<file path="config.mk">
export PLATFORM = sky130hd
export DESIGN_NAME = fc_layer_seq
export DESIGN_NICKNAME = d
export VERILOG_FILES = /design/src/rtl/fc_layer_seq.sv
export SDC_FILE = /design/constraint.sdc
export NUM_CORES = 2
export LEC_CHECK = 0
export CORE_MARGIN = 2
export CORE_UTILIZATION = 55
export DETAILED_ROUTE_END_ITERATION = 10
export PLACE_DENSITY_LB_ADDON = 0.05
export RECOVER_POWER = 100
export SLEW_MARGIN = 20
export SYNTH_ARGS = -nofsm -noshare
export SYNTH_HDL_FRONTEND = slang
export SYNTH_SLANG_ARGS = --single-unit
</file>
<file path="constraint.sdc">
create_clock -name clk -period 25.8 [get_ports clk]
set_input_delay 2.58 -clock clk [delete_from_list [all_inputs] [get_ports clk]]
set_output_delay 2.58 -clock clk [all_outputs]
set_load 0.005 [all_outputs]
</file>
<file path="src/rtl/fc_layer_seq.sv">
// fc_layer_seq: walks weight/bias RAM and input buffer, accumulates one dot product per neuron,
// adds bias, saturates and streams results. Define FC_RELU_EN to clamp negative results to zero.
module fc_layer_seq #(
    parameter int unsigned DATA_WIDTH    = 32,
    parameter int unsigned ADDR_WIDTH    = 30,
    parameter int unsigned IN_ADDR_WIDTH = 10,
    parameter int unsigned N_IN          = 784,
    parameter int unsigned N_OUT         = 400,
    parameter int unsigned W_BASE        = 0,
    parameter int unsigned B_BASE        = 313600,
    parameter int unsigned FRAC_BITS     = 16
) (
    input  logic                     clk,
    input  logic                     rst,
    input  logic                     start,
    output logic                     busy,
    output logic                     done,
    output logic                     w_rd,
    output logic [ADDR_WIDTH-1:0]    w_addr,
    input  logic [DATA_WIDTH-1:0]    w_data,
    output logic                     x_rd,
    output logic [IN_ADDR_WIDTH-1:0] x_addr,
    input  logic [DATA_WIDTH-1:0]    x_data,
    output logic                     y_valid,
    output logic [15:0]              y_idx,
    output logic [DATA_WIDTH-1:0]    y_data
);
    localparam int unsigned ACC_W = 2 * DATA_WIDTH;
    localparam int unsigned IW    = (N_IN > 1) ? $clog2(N_IN) : 1;
    localparam int unsigned JW    = 16;

    localparam logic signed [ACC_W-1:0] SAT_MAX = {{(DATA_WIDTH+1){1'b0}}, {(DATA_WIDTH-1){1'b1}}};
    localparam logic signed [ACC_W-1:0] SAT_MIN = {{(DATA_WIDTH+1){1'b1}}, {(DATA_WIDTH-1){1'b0}}};

    typedef enum logic [2:0] {S_IDLE, S_RUN, S_BIAS, S_ADD, S_DONE} state_t;

    state_t                   state_q, state_d;
    logic [IW-1:0]            i_q, i_d;
    logic [JW-1:0]            j_q, j_d;
    logic signed [ACC_W-1:0]  acc_q, acc_d;
    logic [ADDR_WIDTH-1:0]    wptr_q, wptr_d;
    logic                     busy_q, busy_d;
    logic                     done_q, done_d;
    logic                     w_rd_q, w_rd_d;
    logic [ADDR_WIDTH-1:0]    w_addr_q, w_addr_d;
    logic                     x_rd_q, x_rd_d;
    logic [IN_ADDR_WIDTH-1:0] x_addr_q, x_addr_d;
    logic                     y_valid_q, y_valid_d;
    logic [JW-1:0]            y_idx_q, y_idx_d;
    logic [DATA_WIDTH-1:0]    y_data_q, y_data_d;

    logic signed [ACC_W-1:0]  prod;
    logic signed [ACC_W-1:0]  prod_sh;
    logic signed [ACC_W-1:0]  sum;
    logic [DATA_WIDTH-1:0]    sat;

    // Fixed-point product, bias sum and saturation datapath
    always_comb begin
        prod    = $signed({{DATA_WIDTH{w_data[DATA_WIDTH-1]}}, w_data})
                * $signed({{DATA_WIDTH{x_data[DATA_WIDTH-1]}}, x_data});
        prod_sh = prod >>> FRAC_BITS;
        sum     = acc_q + $signed({{DATA_WIDTH{w_data[DATA_WIDTH-1]}}, w_data});
        if (sum > SAT_MAX) begin
            sat = {1'b0, {(DATA_WIDTH-1){1'b1}}};
        end else if (sum < SAT_MIN) begin
            sat = {1'b1, {(DATA_WIDTH-1){1'b0}}};
        end else begin
            sat = sum[DATA_WIDTH-1:0];
        end
`ifdef FC_RELU_EN
        if (sat[DATA_WIDTH-1]) begin
            sat = '0;
        end
`endif
    end

    // Next-state, counters and registered-output next values
    always_comb begin
        state_d   = state_q;
        i_d       = i_q;
        j_d       = j_q;
        acc_d     = acc_q;
        wptr_d    = wptr_q;
        y_valid_d = 1'b0;
        y_idx_d   = y_idx_q;
        y_data_d  = y_data_q;
        w_addr_d  = w_addr_q;
        x_addr_d  = x_addr_q;
        busy_d    = 1'b0;
        done_d    = 1'b0;
        w_rd_d    = 1'b0;
        x_rd_d    = 1'b0;

        case (state_q)
            S_IDLE: begin
                if (start) begin
                    state_d = S_RUN;
                    i_d     = '0;
                    j_d     = '0;
                    acc_d   = '0;
                    wptr_d  = ADDR_WIDTH'(W_BASE);
                end
            end
            S_RUN: begin
                if (i_q != '0) begin
                    acc_d = acc_q + prod_sh;
                end
                wptr_d = wptr_q + ADDR_WIDTH'(1);
                if (i_q == IW'(N_IN - 1)) begin
                    state_d = S_BIAS;
                end else begin
                    i_d = i_q + IW'(1);
                end
            end
            S_BIAS: begin
                acc_d   = acc_q + prod_sh;
                state_d = S_ADD;
            end
            S_ADD: begin
                y_valid_d = 1'b1;
                y_idx_d   = j_q;
                y_data_d  = sat;
                if (j_q == JW'(N_OUT - 1)) begin
                    state_d = S_DONE;
                end else begin
                    j_d     = j_q + JW'(1);
                    i_d     = '0;
                    acc_d   = '0;
                    state_d = S_RUN;
                end
            end
            S_DONE: begin
                state_d = S_IDLE;
            end
            default: begin
                state_d = S_IDLE;
            end
        endcase

        // Strobes and addresses are registered, so they describe the state being entered
        busy_d = (state_d != S_IDLE);
        done_d = (state_d == S_DONE);
        w_rd_d = (state_d == S_RUN) || (state_d == S_BIAS);
        x_rd_d = (state_d == S_RUN);
        if (state_d == S_RUN) begin
            w_addr_d = wptr_d;
            x_addr_d = IN_ADDR_WIDTH'(i_d);
        end else if (state_d == S_BIAS) begin
            w_addr_d = ADDR_WIDTH'(B_BASE) + ADDR_WIDTH'(j_d);
        end
    end

    always_ff @(posedge clk) begin
        if (rst) begin
            state_q   <= S_IDLE;
            i_q       <= '0;
            j_q       <= '0;
            acc_q     <= '0;
            wptr_q    <= '0;
            busy_q    <= 1'b0;
            done_q    <= 1'b0;
            w_rd_q    <= 1'b0;
            w_addr_q  <= '0;
            x_rd_q    <= 1'b0;
            x_addr_q  <= '0;
            y_valid_q <= 1'b0;
            y_idx_q   <= '0;
            y_data_q  <= '0;
        end else begin
            state_q   <= state_d;
            i_q       <= i_d;
            j_q       <= j_d;
            acc_q     <= acc_d;
            wptr_q    <= wptr_d;
            busy_q    <= busy_d;
            done_q    <= done_d;
            w_rd_q    <= w_rd_d;
            w_addr_q  <= w_addr_d;
            x_rd_q    <= x_rd_d;
            x_addr_q  <= x_addr_d;
            y_valid_q <= y_valid_d;
            y_idx_q   <= y_idx_d;
            y_data_q  <= y_data_d;
        end
    end

    assign busy    = busy_q;
    assign done    = done_q;
    assign w_rd    = w_rd_q;
    assign w_addr  = w_addr_q;
    assign x_rd    = x_rd_q;
    assign x_addr  = x_addr_q;
    assign y_valid = y_valid_q;
    assign y_idx   = y_idx_q;
    assign y_data  = y_data_q;

endmodule

</file>
==> reports/qor.csv <==
metric,value,unit
grt_overflow,0,
postCtsHoldBufs,0,
setup_viol,0,
rsz0062_at_grt,false,
final_common_cell,fa_1,
max_freq,60.31,MHz
fin_crit_sh,0.6426,
synth_top_area_frac,0.4245,
clk_pin_slew,0.06,ns
fin_skew,0.01239,ns
crit_type,in2reg,
ys_types,80,
r2r_start,acc_q[18],
vias,39211,
ys_ff_latch,216,
fin_tns_setup,0,ns
rows,111,
wl_per_cell,20.47,µm
core-area,91800,µm²
yosysWarnings,0,
min_to,y_idx[9],
worst_slew_pin_slew,6.445,ns
insertion_delay,0.52,ns
r2r_slack,19.94,ns
synthTopCellsByArea,"fa_1 (42%), dfxtp_1 (8.5%), ha_1 (7.8%)",
max-cap-violations,5,
drt_first_pass_iters,5,
grt_pass1_vias,41991,
synth_edf_count,0,
multiInputGateArea,41720,µm²
slowest_delay,1.89,ns
synth_top_flop_cell,dfxtp_1,
cp_slowest_cell,clkbuf_1,
area_growth,5.998,%
die_x,308.7,µm
io_buffers,159,
gp_congestion,0.9065,
drtIter0Drc,2507,
synth_area,51070,µm²
async_reset_ff_frac,0,
grt_pass1_wl,233700,µm
worstPathRequired,26.23,ns
synth_top_area_cell,fa_1,
routed_via_density,5.633,
post_route_cells_drive_above_1_share,0.02450,
cp-end-kind,register,
grt_max_degree,151,
timing.slew.headroom,-3.296,
dieArea,95310,µm²
htree_levels,1,
hold_viol_final,0,
hold_start,y_idx[9],
reg2regPathDepth,15,
final.min_clock_period,16.58,ns
final_cell_mix,"fa_1 (1,083), inv_1 (979), nand2_1 (687)",
drc,0,
clock-sinks,216,
die_height,308.7,µm
cts_buffers,21,
arrival,17.01,ns
fill_cells,8348,
dp_hpwl,107600,µm
track_usage,0.3143,
drt-total-wl,142500,µm
seqCellArea,4324,µm²
slew_viol_final,308,
io_pins,160,
post-cts-setup-buffers,0,
cp_max_fo,33,
syn_nets,7214,
syn_inst,5746,
cts_tree,built,
syn_area_per_cell,8.888,µm²
clk_path_buf_depth,3,
grt_antenna_before_repair,4,
cts-root-buf,clkbuf_16,
ant_nets,0,
start_kind,primary input,
cpMostUsedCell,fa_1,
post_cts_resized,0,
outcome,"complete, but fails checks",
failed_checks,"capacitance limit, slew limit",
holdCritPathClass,reg2reg,
ys_seq_area_frac,0.08467,
nets,7168,
r2r_end,y_data[9],
initial_core_util,0.5563,
min_path_cells,2,
[synth_stat cells (17+ instances only)]
master    number
fa_1        1083
inv_1        979
nand2_1      687
and2_1       534
ha_1         318
nor2_1       289
clkbuf_1     288
a21oi_1      232
dfxtp_1      216
o21ai_0      146
xnor2_1      113
a21o_1       107
a22oi_1       63
xor2_1        62
nor3_1        58
nand3_1       50
nor2b_1       42
nand4_1       39
and3_1        36
o32ai_2       30
or3_1         30
nand2b_1      29
o21a_1        28
o21bai_1      27
a211oi_1      25
a31oi_1       23
a22o_1        17
[flip-flops by register name (all words and copies together), names as in the netlist]
signal / count
y_valid: 1
w_rd: 1
wptr_q: 30
busy: 1
i_q: 10
state_q: 3
y_idx: 16
done: 1
y_data: 32
acc_q: 64
x_rd: 1
x_addr: 10
j_q: 16
w_addr: 30
[logic make-up (layout without fill, tap and decap cells)]
| logic type | after synthesis | in the layout | synth area share |
|---|---|---|---|
| simple gates | 1844 | 1844 | 0.1768 |
| other cells | 0 | 3 | 0 |
| compound gates | 816 | 816 | 0.1090 |
| fa+ha+maj | 1401 | 1401 | 0.5024 |
| buf+inv | 1286 | 1255 | 0.09547 |
| mux | 8 | 8 | 0.001617 |
| xor+xnor | 175 | 175 | 0.03001 |
| flops | 216 | 216 | 0.08467 |
[metal layers]
metal,wire (µm),global-route usage,vias to the layer above,part of all wire
li1,-,-,17838,-
met1,59260,0.4144,19952,0.42
met2,70710,0.5492,1179,0.50
met3,6965,0.02377,242,0.049
met4,5557,0.1061,0,0.039
met5,0,0,-,0
[final cells by class]
cell class,instances,share of cell area
Antenna cell,3,0.0001387
Timing Repair Buffer,238,0.03955
Inverter,979,0.06788
Clock buffer,28,0.01093
Sequential cell,216,0.07988
Clock inverter,10,0.002173
Tap cell,1243,0.02873
Multi-Input combinational cell,4244,0.7707
[worst max-delay path by stage]
stage / slack [ns] / from / endpoint / cells after the start
after floorplan: 12.69 / w_data[31] / acc_q[63] / 38
final: 9.22 / w_data[18] / acc_q[63] / 38
after CTS: 11.56 / x_data[5] / acc_q[63] / 38
after global placement: 11.32 / x_data[5] / acc_q[63] / 38
after global routing: 8.25 / w_data[18] / acc_q[63] / 38
after detailed placement: 11.10 / x_data[5] / acc_q[63] / 38
[stage by stage]
stage / hold WS [ns] / instance area, µm² / utilization / cells / worst slack, ns
2_1_floorplan: 0.4345 / 51070 / - / 5746 / 12.69
5_1_grt: 0.4750 / 54130 / 0.5896 / 6958 / 8.250
3_5_place_dp: 0.4444 / 53650 / 0.5844 / 6920 / 11.10
3_3_place_gp: 0.4305 / 53650 / 0.5844 / 6920 / 11.32
6_report: 0.4506 / 54130 / 0.5897 / 6961 / 9.220
4_1_cts: 0.4534 / 54360 / 0.5922 / 6958 / 11.56
[worst max-delay path, delay by kind of cell]
family / cells / cell delay (ns)
xor gates and xnor gates: 1 / 1.44
AOI/OAI and AO/OA: 16 / 4.01
and+or+nand+nor: 7 / 1.26
adders and majority gates: 10 / 4.96
buffers and inverters: 4 / 2.66
Power is left out: the tool's default activity adds up to more than one toggle a clock period on the data nets, which glitch-free logic cannot reach.
